### config.mk
export PLATFORM = sky130hd
export DESIGN_NAME = calculation_add
export DESIGN_NICKNAME = d
export VERILOG_FILES = /design/src/rtl/calculation_add.sv
export SDC_FILE = /design/constraint.sdc
export NUM_CORES = 1
export LEC_CHECK = 0
export CORE_ASPECT_RATIO = 1.4
export CORE_MARGIN = 4
export CORE_UTILIZATION = 45
export DETAILED_ROUTE_END_ITERATION = 10
export PLACE_DENSITY = 0.76
export SYNTH_ARGS = -nofsm -noshare
export SYNTH_HDL_FRONTEND = slang
export SYNTH_SLANG_ARGS = --single-unit
### constraint.sdc
create_clock -name add_clk -period 6.72 [get_ports add_clk]
set_input_delay 0.672 -clock add_clk [delete_from_list [all_inputs] [get_ports add_clk]]
set_output_delay 0.672 -clock add_clk [all_outputs]
set_load 0.05 [all_outputs]
### src/rtl/calculation_add.sv
// calculation_add: multi-cycle 32-bit adder, one 8-bit slice per cycle, with per-bit carry vector and signed overflow.
// Define ADD_ACCUM_EN to replace inputY with an internal accumulator (cleared by clr_acc, loaded on done).
module calculation_add (
    input  logic        add_clk,
    input  logic        add_rst_n,
    input  logic        start,
    input  logic [31:0] inputX,
    input  logic [31:0] inputY,
    input  logic        cin,
`ifdef ADD_ACCUM_EN
    input  logic        clr_acc,
`endif
    output logic        busy,
    output logic        done,
    output logic [31:0] sum,
    output logic [31:0] cout,
    output logic        overflow
);
    typedef enum logic [1:0] {IDLE, CALC, DONE} state_t;
    state_t      state_q, state_d;
    logic [1:0]  k_q, k_d;
    logic [31:0] x_q, x_d, y_q, y_d;
    logic        c_q, c_d;
    logic [31:0] sum_q, sum_d, cout_q, cout_d;
    logic        ovf_q, ovf_d;
    logic [31:0] y_src;
    logic        accept;
    logic [7:0]  xs, ys, ss, cs;
    logic        c;
`ifdef ADD_ACCUM_EN
    logic [31:0] acc_q, acc_d;
    logic        unused_y;
    assign unused_y = ^inputY;
    // a load on done is forwarded so a back-to-back start sees the fresh accumulator
    assign acc_d = (clr_acc && state_q != CALC) ? 32'd0 : (state_q == DONE) ? sum_q : acc_q;
    assign y_src = acc_d;
`else
    assign y_src = inputY;
`endif
    assign accept = start && state_q != CALC;
    always_comb begin
        xs = x_q[{k_q, 3'b000} +: 8];
        ys = y_q[{k_q, 3'b000} +: 8];
        c  = (k_q == 2'd0) ? c_q : cout_q[{k_q, 3'b000} - 5'd1];
        ss = 8'd0;
        cs = 8'd0;
        for (int i = 0; i < 8; i++) begin
            ss[i] = xs[i] ^ ys[i] ^ c;
            c     = (xs[i] & ys[i]) | ((xs[i] ^ ys[i]) & c);
            cs[i] = c;
        end
    end
    always_comb begin
        state_d = state_q;
        k_d     = k_q;
        x_d     = x_q;
        y_d     = y_q;
        c_d     = c_q;
        sum_d   = sum_q;
        cout_d  = cout_q;
        ovf_d   = ovf_q;
        if (accept) begin
            state_d = CALC;
            k_d     = 2'd0;
            x_d     = inputX;
            y_d     = y_src;
            c_d     = cin;
            sum_d   = 32'd0;
            cout_d  = 32'd0;
            ovf_d   = 1'b0;
        end else if (state_q == CALC) begin
            sum_d[{k_q, 3'b000} +: 8]  = ss;
            cout_d[{k_q, 3'b000} +: 8] = cs;
            ovf_d   = (k_q == 2'd3) ? cs[7] ^ cs[6] : ovf_q;
            k_d     = k_q + 2'd1;
            state_d = (k_q == 2'd3) ? DONE : CALC;
        end else if (state_q == DONE) begin
            state_d = IDLE;
        end
    end
    always_ff @(posedge add_clk) begin
        if (!add_rst_n) begin
            state_q <= IDLE;
            k_q     <= 2'd0;
            x_q     <= 32'd0;
            y_q     <= 32'd0;
            c_q     <= 1'b0;
            sum_q   <= 32'd0;
            cout_q  <= 32'd0;
            ovf_q   <= 1'b0;
`ifdef ADD_ACCUM_EN
            acc_q   <= 32'd0;
`endif
        end else begin
            state_q <= state_d;
            k_q     <= k_d;
            x_q     <= x_d;
            y_q     <= y_d;
            c_q     <= c_d;
            sum_q   <= sum_d;
            cout_q  <= cout_d;
            ovf_q   <= ovf_d;
`ifdef ADD_ACCUM_EN
            acc_q   <= acc_d;
`endif
        end
    end
    assign busy     = state_q == CALC;
    assign done     = state_q == DONE;
    assign sum      = sum_q;
    assign cout     = cout_q;
    assign overflow = ovf_q;
endmodule

==> out/metrics.yaml, run 1 <==
status: "completed"
synth-async-reset-ratio_pct: 0
power_density_nw_per_um2: 266
startpoint_type: "register"
start_util_pct: 45.8
worstPathRequired_ns: 7.05
finClkSkew_ns: 0.00893
cap_violations: 0
drv_slew: 0
io_pins: 135
setup_viol: 0
criticalPathCategory: "reg -> reg"
grt.overflow.total: 0
drt_iter0_markers: 316
rows: 49
clock-sinks: 134
grt_max_degree: 69
syn-num-nets: 740
clk_latency_ns: 0.41
post_cts_buffers: 0
via_count: 5036
antenna_cells: 0
ys_ff_latch: 134
port_buffers: 134
relSlewSlack_pct: 38.3
yosys_warnings: 0
synthCells: 656
antenna_found_initial: 0
critPathArrivalTime_ns: 6.17
layout_common_cells: "183 x nand2_1, 133 x dfxtp_1, 133 x clkdlybuf4s50_1"
clock_path_buffers: 2
cts_tree: "done"
final_hold_viol_count: 0
grt_first_pass_wirelength_um: 25800
design_area_sq_um: 7870
yosysTopAreaCellShare_pct: 45.7
layout_commonest_cell: "nand2_1"
synthDistinctLibCells: 31
drc: 0
grt_use_total_pct: 21.7
grt_pass1_vias: 5058
post_drt_wl_per_cell_um: 17.4
wirelength_um: 16200
synthTopCellsByArea: "dfxtp_1 46%, nand2_1 12%, a21boi_0 8.3%"
cts_buffers: 17
synth_edf_count: 0
netlist_area_sq_um: 5870
min_period_ns: 5.84
num-nets-final: 848
p_leak_nw: 2.71
syn_area_per_cell_sq_um: 8.94
dieArea_sq_um: 15000
area_delta_synth_final_pct: 34.1
crit_fanout: 7
dpl_cell_area_sq_um: 7220
first_pass_iters: 5
worst_slew_pin_slew_ns: 0.925
core_sq_um: 12800
dp_hpwl_um: 12000
n_fill_cell: 1093
period_share_pct: 86.9
irDropWorstVdd_uv: 176
max_freq_mhz: 171
yosysSeqAreaShare_pct: 45.7
drive_gt1_share_pct: 10.0
die_w_um: 105
die_h_um: 143
cts_resized: 0
hold_class: "reg -> reg"
end_kind: "register"
cts_hold_buf: 0
yosys.area.top_type: "dfxtp_1"
synth_flop_cell: "dfxtp_1"
tns_ns: 0
rsz0062_at_grt: "no"
gp_congestion: 0.919
ant_nets: 0
cts_max_level: 4
via_per_inst: 5.42
clk_pin_slew_ns: 0.06
cts_root_buf: "clkbuf_16"
## layer usage
metal	wire length, um	vias up	global-route usage [%]
met5	0	-	0
met4	437	0	9.38
met3	890	30	4.43
met2	8650	184	40.6
met1	6190	2385	23.8
li1	-	2437	-
## final cells by class
class | count | area [sq um] | share of cell area [%]
inverter | 23 | 86.3 | 1.10
clock buffer | 21 | 480 | 6.11
tap | 153 | 191 | 2.43
multi-input combinational | 447 | 2870 | 36.4
sequential | 134 | 2680 | 34.1
clock inverter | 11 | 170 | 2.16
timing repair buffer | 141 | 1390 | 17.6
## logic make-up (layout without fill, tap and decap cells)
family	Yosys count	after routing	share of synthesized area, %
xor+xnor	2	2	0.299
mux	18	18	6.55
simple gates	276	276	20.7
compound gates	135	135	16.7
buf+inv	75	196	5.61
fa+ha+maj	16	16	4.44
flops	134	134	45.7
## synthesized netlist by cell type (4+ instances only)
cell type and instances:
a32oi_1 14, buf_1 6, buf_2 20, or3_1 37, nor2_1 32, mux4_2 15, clkbuf_1 23, nand4b_1 6
nand2_1 184, nand4_1 4, fa_1 8, ha_1 8, inv_1 23, a21oi_1 32, a21boi_0 65, dfxtp_1 134
nor2b_1 4, a21oi_2 17
## registers in the layout, indices dropped and copies added, names as in the netlist
signal    flops
cout         32
sum          32
x_q          32
y_q          32
k_q           2
state_q       2
c_q           1
overflow      1
## power breakdown
part	total (mW)	internal, mW	switching (mW)
logic	0.247	0.104	0.143
clock network	1.00	0.661	0.343
registers	0.839	0.824	0.0156
total	2.09	1.59	0.501
## per-stage QoR
stage                     hold slack, ns  power (mW)  utilization [%]  setup slack, ns  cells
after CTS                          0.452        2.10             61.4            0.940    930
after global routing               0.480        2.16             61.4            0.593    930
after floorplan                    0.439        1.01                -            0.774    656
after detailed placement           0.444        1.10             56.3            0.975    898
final                              0.454        2.09             61.4            0.883    930
after global placement             0.440        1.10             56.3             1.32    898
## worst paths after layout
path / to / depth (start not counted) / slack, ns / from
worst max-delay path: sum[31] / 15 / 0.88 / k_q[0]
worst min-delay path: sum[26] / 2 / 0.45 / sum[26]
worst max register to register: sum[31] / 15 / 0.88 / k_q[0]
worst min register to register: sum[26] / 2 / 0.45 / sum[26]
## critical path: stages, from the launching register on
cell	delay (ns)
dfxtp_2	0.32
inv_1	0.09
ha_1	0.42
a2111oi_0	0.10
a311oi_1	0.39
fa_1	0.34
inv_1	0.09
fa_1	0.46
fa_1	0.50
fa_1	0.49
fa_1	0.49
fa_1	0.50
fa_1	0.52
fa_1	0.52
or3_1	0.38
a21oi_1	0.16
No activity file was read; power rests on OpenSTA's default activity.
==> run 2: changes to the inputs <==
Settings changed: CORE_UTILIZATION 45 to 40, PLACE_DENSITY 0.76 to 0.69.
==> out/metrics.yaml, run 2 (synthesis gave the netlist of run 1 again) <==
antenna_found_initial: 0  # unchanged
grt.overflow.total: 0  # unchanged
dp_hpwl_um: 11800  # was 12000 um
cts_resized: 0  # unchanged
setup_viol: 0  # unchanged
crit_slowest_cell: "fa_1"  # unchanged
power_density_nw_per_um2: 259  # was 266 nW/um^2
cts_root_buf: "clkbuf_16"  # unchanged
post_cts_buffers: 0  # unchanged
rr_worst_depth: 14  # was 15
status: "completed"  # unchanged
area_delta_synth_final_pct: 34.1  # about the same
crit_top_cell: "fa_1"  # unchanged
tns_ns: 0  # unchanged
layout_common_cells: "183 x nand2_1, 133 x dfxtp_1, 133 x clkdlybuf4s50_1"  # unchanged
grt_first_pass_wirelength_um: 25100  # was 25800 um
via_per_inst: 5.15  # was 5.42
register_area_sq_um: 2680  # unchanged
via_count: 4969  # was 5036
dieArea_sq_um: 16700  # was 15000 sq um
worst_slew_pin_slew_ns: 0.924  # was 0.925 ns
die_w_um: 110  # was 105 um
cap_violations: 0  # unchanged
min_period_ns: 6.00  # was 5.84 ns
first_pass_iters: 5  # unchanged
r2r-start: "k_q[0]"  # unchanged
min_from: "sum[10]"  # was sum[26]
grt_max_degree: 69  # unchanged
rows: 52  # was 49
ant_nets: 0  # unchanged
io_pins: 135  # unchanged
design_area_sq_um: 7870  # about the same
gp_congestion: 0.919  # unchanged
period_share_pct: 89.3  # was 86.9%
crit_fanout: 46  # was 7
cts_hold_buf: 0  # unchanged
utilization_pct: 54.5  # was 61.4%
cts_tree: "done"  # unchanged
cp_cell_sequence: "buf_4, a2111oi_0, a311oi_1, fa_1, inv_1, fa_1, fa_1, fa_1, fa_1, fa_1, fa_1, fa_1, or3_1, a21oi_1"  # was inv_1, ha_1, a2111oi_0, a311oi_1, fa_1, inv_1, fa_1, fa_1, fa_1, fa_1, fa_1, fa_1, fa_1, or3_1, a21oi_1
worst_r2r_endpoint: "cout[15]"  # was sum[31]
cts_buffers: 17  # unchanged
clock-sinks: 134  # unchanged
start_util_pct: 40.6  # was 45.8%
post_drt_wl_per_cell_um: 16.8  # was 17.4 um
multi_input_area_sq_um: 2870  # unchanged
hold_path_depth: 2  # unchanged
clock_path_buffers: 2  # unchanged
drc: 0  # unchanged
clk_pin_slew_ns: 0.06  # about the same
hold_class: "reg -> reg"  # unchanged
finalPower_mw: 2.04  # was 2.09 mW
startpoint_type: "register"  # unchanged
cpPeakStageDelay_ns: 0.56  # was 0.52 ns
relSlewSlack_pct: 38.3  # about the same
num-nets-final: 847  # was 848
drv_slew: 0  # unchanged
cts_max_level: 4  # unchanged
grt_use_total_pct: 19.6  # was 21.7%
rsz0062_at_grt: "no"  # unchanged
criticalPathCategory: "reg -> reg"  # unchanged
grt_pass1_vias: 4917  # was 5058
min_to: "sum[10]"  # was sum[26]
finClkSkew_ns: 0.00748  # was 0.00893 ns
core_sq_um: 14400  # was 12800 sq um
worstPathRequired_ns: 7.04  # was 7.05 ns
p_leak_nw: 2.67  # was 2.71 nW
layout_commonest_cell: "nand2_1"  # unchanged
n_fill_cell: 1357  # was 1093
die_h_um: 151  # was 143 um
port_buffers: 134  # unchanged
final_hold_viol_count: 0  # unchanged
antenna_cells: 0  # unchanged
dpl_cell_area_sq_um: 7260  # was 7220 sq um
end_kind: "register"  # unchanged
drive_gt1_share_pct: 9.92  # was 10.0%
wirelength_um: 16200  # about the same
rrSetupSlack_ns: 0.72  # was 0.88 ns
critPathArrivalTime_ns: 6.33  # was 6.17 ns
drt_iter0_markers: 209  # was 316
irDropWorstVdd_uv: 134  # was 176 uV
max_freq_mhz: 167  # was 171 MHz
clk_latency_ns: 0.41  # about the same
-- run 2: area by class of cell --
type | instances | share of cell area (%)
Multi-Input combinational cell | 447 | 36.4
Sequential cell | 134 | 34.1
Timing Repair Buffer | 140 | 17.6
Clock buffer | 18 | 5.58
Tap cell | 189 | 3.00
Clock inverter | 14 | 2.23
Inverter | 23 | 1.10
-- run 2: metal layers --
layer  wire length, um  GRT usage, %
met5                 0             0
met4               530          8.44
met3               860          4.14
met2              8180          33.4
met1              6630          23.6
-- run 2: worst max-delay path, delay by kind of cell, from the launching register on --
family	cells	cell delay, ns
flip-flops	1	0.32
AND/OR/NAND/NOR	1	0.39
adder cells (fa/ha/maj)	8	3.86
buffers and inverters	2	0.61
AO/OA/AOI/OAI	3	0.72
-- run 2: how the worst max path moves through the flow --
stage                       from        to  slack [ns]  depth (start not counted)
after floorplan           k_q[0]   sum[31]        0.77                         18
after global placement    k_q[0]   sum[31]        1.06                         14
after detailed placement  k_q[0]  cout[15]        0.80                         14
after CTS                 k_q[0]  cout[15]        0.76                         14
after global routing      k_q[0]  cout[15]        0.44                         14
final                     k_q[0]  cout[15]        0.72                         14
-- run 2: power breakdown --
group          switching [mW]  total [mW]  internal [mW]  leakage (nW)
clock network           0.357       0.953          0.596         0.282
registers              0.0145       0.838          0.824          1.09
logic                   0.141       0.244          0.103          1.30
-- run 2: per-stage QoR --
stage / setup slack, ns / std cells / hold WS, ns
finish: 0.718 / 965 / 0.450
floorplan: 0.774 / 656 / 0.439
CTS: 0.762 / 965 / 0.453
global placement: 1.06 / 933 / 0.441
global route: 0.441 / 965 / 0.468
detailed placement: 0.800 / 933 / 0.446
==> run 3: changes to the inputs <==
Settings changed: SLEW_MARGIN from default to 0.
==> results of run 3 <==
Final layout, timing and power as in run 2 (identical DEF).
